===== config.mk =====
export PLATFORM = sky130hd
export DESIGN_NAME = imm_extend_stage
export DESIGN_NICKNAME = d
export VERILOG_FILES = /design/src/rtl/imm_pkg.sv /design/src/rtl/imm_extend_unit.sv /design/src/rtl/imm_extend_stage.sv
export SDC_FILE = /design/constraint.sdc
export NUM_CORES = 1
export LEC_CHECK = 0
export CAP_MARGIN = 20
export CORE_UTILIZATION = 48
export CTS_BUF_LIST = sky130_fd_sc_hd__clkbuf_16
export DETAILED_ROUTE_END_ITERATION = 7
export PLACE_DENSITY = 0.77
export SETUP_SLACK_MARGIN = 0.5
export SLEW_MARGIN = 20
export SYNTH_ARGS = -nofsm -noshare
export SYNTH_HDL_FRONTEND = slang
export SYNTH_HIERARCHICAL = 1
export SYNTH_SLANG_ARGS = --single-unit

===== constraint.sdc =====
create_clock -name clk -period 2 [get_ports clk]
set_input_delay 0.3 -clock clk [delete_from_list [all_inputs] [get_ports clk]]
set_output_delay 0.3 -clock clk [all_outputs]
set_load 0.005 [all_outputs]

===== src/rtl/imm_pkg.sv =====
// Shared types and constants for the immediate-extension stage.
// Format codes, the buffered entry record and the stage occupancy states.
package imm_pkg;

  localparam int DW    = 16;
  localparam int FMT_W = 3;

  // Immediate-format code from the decoder.
  typedef enum logic [FMT_W-1:0] {
    FMT_NONE = 3'd0,
    FMT_SE8  = 3'd1,
    FMT_ZE8  = 3'd2,
    FMT_ZE3  = 3'd3,
    FMT_ZE7  = 3'd4,
    FMT_ZE5  = 3'd5,
    FMT_SE6  = 3'd6,
    FMT_SE11 = 3'd7
  } imm_fmt_e;

  // One buffered instruction with its extended immediate.
  typedef struct packed {
    logic [DW-1:0] instr;
    logic [DW-1:0] imm;
    imm_fmt_e      fmt;
  } imm_entry_t;

  // Stage occupancy, derived from the main/skid valid bits.
  typedef enum logic [1:0] {
    ST_EMPTY = 2'd0,
    ST_ONE   = 2'd1,
    ST_FULL  = 2'd2
  } stage_state_e;

endpackage


===== src/rtl/imm_extend_unit.sv =====
// Combinational immediate extractor: selects the instruction field named by
// the format code and sign- or zero-extends it to 16 bits.
module imm_extend_unit
  import imm_pkg::*;
(
  input  logic [DW-1:0] instr,
  input  imm_fmt_e      fmt,
  output logic [DW-1:0] imm
);

  // Field select and extension per format code.
  always_comb begin
    // NOTE: a default before the case guarantees every path assigns imm, so no latch is inferred.
    imm = '0;
    case (fmt)
      FMT_NONE: imm = '0;
      FMT_SE8:  imm = {{8{instr[7]}}, instr[7:0]};
      FMT_ZE8:  imm = {8'h00, instr[7:0]};
      FMT_ZE3:  imm = {13'h0000, instr[8:6]};
      FMT_ZE7:  imm = {9'h000, instr[6:0]};
      FMT_ZE5:  imm = {11'h000, instr[10:6]};
      FMT_SE6:  imm = {{10{instr[5]}}, instr[5:0]};
      FMT_SE11: imm = {{5{instr[10]}}, instr[10:0]};
      default:  imm = '0;
    endcase
  end

endmodule


===== src/rtl/imm_extend_stage.sv =====
// Registered immediate-generation stage between fetch and execute.
// Main register drives out_*, a skid register absorbs one extra entry so
// in_ready is a pure register output. flush empties the stage.
// Optional: define IMM_STALL_CNT_EN to add a saturating stall_cnt output.
module imm_extend_stage
  import imm_pkg::*;
(
  input  logic             clk,
  input  logic             reset,
  input  logic             flush,
  input  logic             in_valid,
  output logic             in_ready,
  input  logic [DW-1:0]    in_instr,
  input  logic [FMT_W-1:0] in_fmt,
  output logic             out_valid,
  input  logic             out_ready,
  output logic [DW-1:0]    out_instr,
  output logic [DW-1:0]    out_imm,
  output logic [FMT_W-1:0] out_fmt
`ifdef IMM_STALL_CNT_EN
  ,
  output logic [15:0]      stall_cnt
`endif
);

  imm_entry_t   main_q, main_d;
  imm_entry_t   skid_q, skid_d;
  logic         main_valid_q, main_valid_d;
  logic         skid_valid_q, skid_valid_d;
  stage_state_e state, next_state;
  logic [DW-1:0] ext_imm;
  imm_entry_t   in_entry;
  logic         acc;
  logic         take;

  imm_extend_unit u_ext (
    .instr (in_instr),
    .fmt   (imm_fmt_e'(in_fmt)),
    .imm   (ext_imm)
  );

  // Pack the incoming instruction with its extended immediate.
  always_comb begin
    in_entry.instr = in_instr;
    in_entry.imm   = ext_imm;
    in_entry.fmt   = imm_fmt_e'(in_fmt);
  end

  assign in_ready  = !skid_valid_q;
  assign out_valid = main_valid_q;
  assign out_instr = main_q.instr;
  assign out_imm   = main_q.imm;
  assign out_fmt   = main_q.fmt;
  assign acc       = in_valid && in_ready;
  assign take      = out_valid && out_ready;

  // Derive the occupancy state from the two valid bits.
  always_comb begin
    state = ST_EMPTY;
    if (skid_valid_q)      state = ST_FULL;
    else if (main_valid_q) state = ST_ONE;
  end

  // Next-state and data-register enables; flush overrides everything.
  always_comb begin
    next_state = state;
    main_d     = main_q;
    skid_d     = skid_q;
    if (flush) begin
      next_state = ST_EMPTY;
    end else begin
      case (state)
        ST_EMPTY: begin
          if (acc) begin
            main_d     = in_entry;
            next_state = ST_ONE;
          end
        end
        ST_ONE: begin
          if (acc && take) begin
            main_d = in_entry;
          end else if (acc) begin
            skid_d     = in_entry;
            next_state = ST_FULL;
          end else if (take) begin
            next_state = ST_EMPTY;
          end
        end
        ST_FULL: begin
          if (take) begin
            main_d     = skid_q;
            next_state = ST_ONE;
          end
        end
        default: next_state = ST_EMPTY;
      endcase
    end
    main_valid_d = (next_state != ST_EMPTY);
    skid_valid_d = (next_state == ST_FULL);
  end

  // Stage registers with asynchronous reset.
  always_ff @(posedge clk or posedge reset) begin
    // NOTE: data registers are reset too, because out_* must read 0 while in reset.
    if (reset) begin
      main_q       <= '0;
      skid_q       <= '0;
      main_valid_q <= 1'b0;
      skid_valid_q <= 1'b0;
    end else begin
      // NOTE: non-blocking assignments so every flop samples pre-edge values.
      main_q       <= main_d;
      skid_q       <= skid_d;
      main_valid_q <= main_valid_d;
      skid_valid_q <= skid_valid_d;
    end
  end

`ifdef IMM_STALL_CNT_EN
  logic [15:0] stall_cnt_q, stall_cnt_d;

  // Count cycles where output is held by downstream; saturate, clear on flush.
  always_comb begin
    stall_cnt_d = stall_cnt_q;
    if (flush)
      stall_cnt_d = '0;
    else if (out_valid && !out_ready && stall_cnt_q != 16'hFFFF)
      stall_cnt_d = stall_cnt_q + 16'd1;
  end

  // Stall counter register.
  always_ff @(posedge clk or posedge reset) begin
    if (reset) stall_cnt_q <= '0;
    else       stall_cnt_q <= stall_cnt_d;
  end

  assign stall_cnt = stall_cnt_q;
`endif

endmodule


==> impl_results.md, run 1 <==
* Worst-Margin Slew at 0.4767 ns
* Xor/xnor share of the synthesized area at 0.5005%
* Placed cell areas at 0.004394 sq mm
* Final slew viol count at 0
* Cells along the critical path: buf_6 > nand2b_4 > nor4bb_4 > buf_6 > buf_12 > buf_12 > buf_16 > mux2_4
* Final RePlAce weighted congestion at 0.7351
* Via count at 2631
* Synth-to-layout area growth at 58.28%
* DP HPWL at 4.620 mm
* Non-Filler Instances at 464
* Mux cell area share after synthesis at 34.36%
* CP Capture Type: register
* First-pass GRT wire length at 15.80 mm
* # port buffers at 60
* Pre-CTS setup slack at -0.2705 ns
* CP startpoint kind: register
* Die Y at 87.39 microns
* Most frequent cells in the layout: dfrtp_1 (71), mux2_2 (53), mux2_4 (52)
* Largest net degree at the start of global routing at 73
* Post-Syn Nets at 274
* Final setup fails at 0
* Critical path class: reg -> reg
* Rows at 30
* Unique masters post-synth at 26
* Peak VDD IR at 562.4 uV
* Register-to-Register Path Depth at 8
* RR Startpoint: out_valid$_DFF_PP0_
* Ports at 61
* F_max at 560.9 MHz
* TritonCTS Buffers at 9
* FILL cells at 377
* Worst clock skew at 0.005599 ns
* Vias in the first global route at 2734
* Met2 wire len at 5.250 mm
* Top-area cell type share of the netlist area at 51.48%
* Routed Antenna Nets at 0
* Simple-Gate Fraction of Synth Area at 3.218%
* Final hold viol count at 0
* Root Driver: clkbuf_16
* Flops & latches, synth at 72
* CTS H-tree depth at 3
* Layout Utilization at 80.20%
* Mean Syn Cell Area at 14.00 sq um
* Status: complete, no violations
* Drt total wl at 10.54 mm
* Worst Path Max Fanout at 5
* Clk slew on worst S/H paths at 0.06 ns
* CTS tree: yes
* WHS at 0.3180 ns
* GRT Resource Usage Total at 28.90%
* Top cells by area, synth: dfrtp_1 (51%), mux2_2 (34%), buf_4 (2.1%)
* Met1 WL at 4.416 mm
* Adder-Cell Fraction of Synth Area at 0%
* Cell area after synthesis at 0.003500 sq mm
* Most common cell after layout, fill and taps aside: dfrtp_1
* Post-route cell area at 0.005539 sq mm
* Cells after Synth at 250
* Setup slack, reg-to-reg at 0.22 ns
* Per-cell routed wire length at 22.72 microns
* DRT Pass-1 Iters at 4
* Nets at 387
* HP Class: in -> reg
* WP data arrival at 2.00 ns
* Tmin final at 1.783 ns
* Largest family of logic cells by synthesized area: multiplexers
* Initial DRC count at 154
* Number of vias per cell at 5.670
* Post-route setup slack at 0.2170 ns
* Relative slew slack at 68.16%
* WL met3 at 558 microns
* Top layer in use: met4
* Period Utilization, post-route at 89.15%
* Effective utilization at floorplan at 50.67%
* Max-cap violations at 0
* N_diodes at 0
* Synth Area in Compound Gates at 5.434%
* Total Power at 4.957 mW
* Seq/Total Area, Yosys at 51.48%
* RR Endpoint: out_instr[12]$_DFFE_PP0P_
* Hold_sp: out_ready
* Largest area contributor in the netlist: dfrtp_1
* Skew-Pair Late Insertion Delay at 0.34 ns
* Full die area at 0.007636 sq mm
* Crit path buf inv count at 5
* RSZ-0062 raised after global routing: yes
* Chip width at 87.39 microns
* Initial antenna violation count at 0
* Placeable core area at 0.006907 sq mm
* Dpl cells at 402
* Final setup TNS at 0 ns
* GRT overflow at 0
* Worst EP required at 2.22 ns
* Pleak at 2.717 nW
* Power density cells at 894.9 mW/mm^2
* Residual DRC at 0
* Hold Path Depth at 2
* Layout cell share with drive strength beyond 1 at 55.43%
* Worst path slowest cell: dfrtp_1
* Clk sinks at 72
* Hold Path End: skid_valid_q$_DFF_PP0_
* CP peak stage delay at 0.43 ns
* Yosys Warn Count at 6
* Kind of cell adding the most delay to the critical path: buffers and inverters
* Clk buf depth at 2
-- synthesized netlist by cell type (all sizes together) --
| cell type | instances |
|---|---|
| buf | 20 |
| inv | 5 |
| a211oi | 5 |
| o32ai | 3 |
| o22ai | 5 |
| o211a | 1 |
| o21ai | 5 |
| nor2 | 1 |
| xor2 | 2 |
| a32o | 1 |
| nor4b | 1 |
| or2 | 1 |
| dfrtp | 72 |
| and2b | 2 |
| nor4bb | 1 |
| or2b | 1 |
| mux2 | 105 |
| nand2b | 2 |
| nand2 | 4 |
| a21oi | 9 |
| nor2b | 2 |
| mux2i | 2 |
-- how the worst max path moves through the flow --
stage | from | slack, ns | end | cells after the start
floorplan | out_valid$_DFF_PP0_ | 0.40 | skid_q[19]$_DFFE_PP0P_ | 4
global placement | in_fmt[0] | -0.19 | out_imm[15]$_DFFE_PP0P_ | 6
detailed placement | in_fmt[0] | -0.27 | out_imm[7]$_DFFE_PP0P_ | 7
CTS | out_valid$_DFF_PP0_ | 0.26 | out_imm[1]$_DFFE_PP0P_ | 8
global route | out_valid$_DFF_PP0_ | 0.18 | out_instr[12]$_DFFE_PP0P_ | 8
finish | out_valid$_DFF_PP0_ | 0.22 | out_instr[12]$_DFFE_PP0P_ | 8
-- layout make-up --
| cell class | instances | area, sq um | share of cell area [%] |
|---|---|---|---|
| Tap cell | 96 | 120.1 | 2.169 |
| Sequential cell | 72 | 1803 | 32.55 |
| Clock buffer | 9 | 225.2 | 4.066 |
| Inverter | 5 | 22.52 | 0.4066 |
| Multi-Input combinational cell | 153 | 1809 | 32.66 |
| Timing Repair Buffer | 122 | 1511 | 27.29 |
| Clock inverter | 7 | 47.55 | 0.8584 |
-- report_power, final --
part | switching, mW | internal [mW]
clock | 0.664 | 0.837
combinational | 0.476 | 0.978
sequential | 0.201 | 1.80
total | 1.34 | 3.62
-- per-layer routing --
layer	vias up	track usage, %
li1	1136	-
met1	1361	36.53
met2	108	47.09
met3	26	6.161
met4	0	14.16
met5	-	0
-- repair_timing --
item / CTS / global route
pin swaps: 5 / 0
gates resized for setup: 81 / 25
setup buffers: 22 / 11
gates cloned: 13 / 0
hold buffers: 0 / 0
setup endpoints to repair: 82 / 94
-- registers in the layout (all words and copies together), names as in the netlist --
name          flops
out_fmt           3
out_imm          16
out_instr        16
out_valid         1
skid_q           35
skid_valid_q      1
-- cells by family (layout without fill, tap and decap cells) --
family          Yosys count  count (layout)
buf+inv                  25             143
simple gates             15              15
mux                     107             107
xor+xnor                  2               2
flops                    72              72
compound gates           29              29
Note: power is estimated with default switching activity, not from simulation.
==> inputs of run 2 (changes only) <==
- CORE_UTILIZATION: 48 -> 30
- CTS_BUF_LIST: sky130_fd_sc_hd__clkbuf_16 -> sky130_fd_sc_hd__clkbuf_4 sky130_fd_sc_hd__clkbuf_8
- PLACE_DENSITY: 0.77 -> not set
==> run 2 against run 1 <==
Setup slack gained 0.071 ns. Core utilization shrank 34 points. Worst hold slack lost 0.15 ns. Design area shrank 4.6%. Critical path depth shrank 1. Non-clock buffer count shrank 7. First-iteration DRC count shrank 41%. Clock skew grew 0.0038 ns. Via count shrank 7.8%. Largest power group unchanged.
==> impl_results.md, run 2 (synthesis results as in run 1) <==
* Peak VDD IR at 402.0 uV (-29%)
* Initial DRC count at 91 (-41%)
* First-pass GRT wire length at 13.66 mm (-14%)
* Max-cap violations at 0 (unchanged)
* Vias in the first global route at 2500 (-8.6%)
* Most common cell after layout, fill and taps aside: dfrtp_1
* Final setup fails at 0 (unchanged)
* Non-Filler Instances at 505 (+8.8%)
* Post-CTS Hold Fix Bufs at 0 (unchanged)
* DRT Pass-1 Iters at 4 (unchanged)
* Pre-CTS setup slack at -0.2815 ns (-0.01105 ns)
* Skew-Pair Late Insertion Delay at 0.36 ns (+0.02 ns)
* Largest net degree at the start of global routing at 73 (unchanged)
* Rows at 39 (+30%)
* Per-cell routed wire length at 18.23 microns (-20%)
* CTS H-tree depth at 3 (unchanged)
* Full die area at 0.01210 sq mm (+58%)
* Most flops, register: skid_q
* Residual DRC at 0 (unchanged)
* Max reg flops at 35 (unchanged)
* End of the critical path: out_instr[8]$_DFFE_PP0P_
* Chip width at 110.0 microns (+26%)
* Clk buf depth at 2 (unchanged)
* CP startpoint kind: register
* Root Driver: clkbuf_8
* Number of vias per cell at 4.804 (-15%)
* Critical Path Start: skid_valid_q$_DFF_PP0_
* Placed cell areas at 0.004466 sq mm (+1.6%)
* Post-route cell area at 0.005286 sq mm (-4.6%)
* Final RePlAce weighted congestion at 0.6901 (-6.1%)
* Routed Antenna Nets at 0 (unchanged)
* WHS at 0.1707 ns (-0.1473 ns)
* Critical path class: reg -> reg
* Register-to-Register Path Depth at 7 (-1)
* RR Startpoint: skid_valid_q$_DFF_PP0_
* CP Capture Type: register
* RR Endpoint: out_instr[8]$_DFFE_PP0P_
* WP data arrival at 1.96 ns (-0.04 ns)
* GRT overflow at 0 (unchanged)
* Worst EP required at 2.24 ns (+0.02 ns)
* Post-route setup slack at 0.2881 ns (+0.07106 ns)
* Ports at 61 (unchanged)
* Layout Utilization at 46.50% (-34 points)
* Power density cells at 849.7 mW/mm^2 (-5.0%)
* Pleak at 2.462 nW (-9.4%)
* Most frequent cells in the layout: dfrtp_1 (70), mux2_4 (66), mux2_2 (39), dlygate4sd2_1 (39), buf_4 (31)
* DP HPWL at 4.910 mm (+6.3%)
* Die Y at 110.0 microns (+26%)
* Status: complete, no violations
* Layout cell share with drive strength beyond 1 at 54.70% (-0.74 points)
* Clk sinks at 72 (unchanged)
* Final slew viol count at 0 (unchanged)
* RSZ-0062 raised after global routing: yes
* # port buffers at 60 (unchanged)
* TritonCTS Buffers at 9 (unchanged)
* Nets at 381 (-1.6%)
* Worst clock skew at 0.009380 ns (+0.003781 ns)
* Final setup TNS at 0 ns (unchanged)
* Total Power at 4.492 mW (-9.4%)
* N_diodes at 0 (unchanged)
* Final hold viol count at 0 (unchanged)
* Synth-to-layout area growth at 51.05%
* CTS tree: yes
* Via count at 2426 (-7.8%)
* Initial antenna violation count at 0 (unchanged)
* Effective utilization at floorplan at 30.78% (-20 points)
* F_max at 584.1 MHz (+4.2%)
* Relative slew slack at 73.68% (+5.5 points)
* Drt total wl at 9.206 mm (-13%)
* Worst Path Max Fanout at 6 (+1)
* Tmin final at 1.712 ns (-0.07106 ns)
* Period Utilization, post-route at 85.59% (-3.6 points)
* Worst-Margin Slew at 0.3948 ns (-0.08183 ns)
* Placeable core area at 0.01137 sq mm (+65%)
* GRT Resource Usage Total at 15.38% (-14 points)
* HP Class: in -> reg
* Clk slew on worst S/H paths at 0.08 ns (+0.02 ns)
* Dpl cells at 449 (+12%)
* Setup slack, reg-to-reg at 0.29 ns (+0.07 ns)
-- run 2: power breakdown --
part	switching [mW]	leakage [nW]	internal, mW	total [mW]
logic	0.416	1.47	0.901	1.32
registers	0.182	0.897	1.80	1.98
clock network	0.585	0.0949	0.612	1.20
-- run 2: timing repair --
item	in CTS	in global routing
setup buffers	29	0
endpoints found under the setup margin	107	71
pin swaps	1	3
resized for setup	73	34
gates cloned	7	4
-- run 2: per-layer routing --
metal	share of wire (%)	GRT usage [%]	up-vias
met1	45	19.59	1225
met2	49	25.58	63
met4	1.9	4.667	0
met5	0	0	-
li1	-	-	1126
met3	4.1	3.939	12
-- run 2: how the worst min path moves through the flow --
stage / start / to / cells past startpoint
finish: out_ready / skid_valid_q$_DFF_PP0_ / 2
CTS: reset / out_instr[14]$_DFFE_PP0P_ / 3
detailed placement: skid_q[5]$_DFFE_PP0P_ / skid_q[5]$_DFFE_PP0P_ / 1
global placement: skid_q[4]$_DFFE_PP0P_ / skid_q[4]$_DFFE_PP0P_ / 1
global route: out_ready / skid_valid_q$_DFF_PP0_ / 2
floorplan: flush / out_valid$_DFF_PP0_ / 1
-- run 2: area by class of cell --
cell class / instances / area, sq um
clock buffers: 10 / 137.6
clock inverters: 6 / 66.31
fillers: 1024 / 6083
inverters: 5 / 22.52
multi-input cells: 154 / 1861
flip-flops and latches: 72 / 1804
well taps: 143 / 178.9
repair buffers: 115 / 1216
-- run 2: worst max-delay path, cell delays in order, from the launching register on --
cell and delay, ns:
dfrtp_2 0.41, buf_6 0.13, nor2_4 0.04, nor4bb_4 0.31, buf_6 0.19, buf_6 0.10
buf_8 0.12, mux2_4 0.30
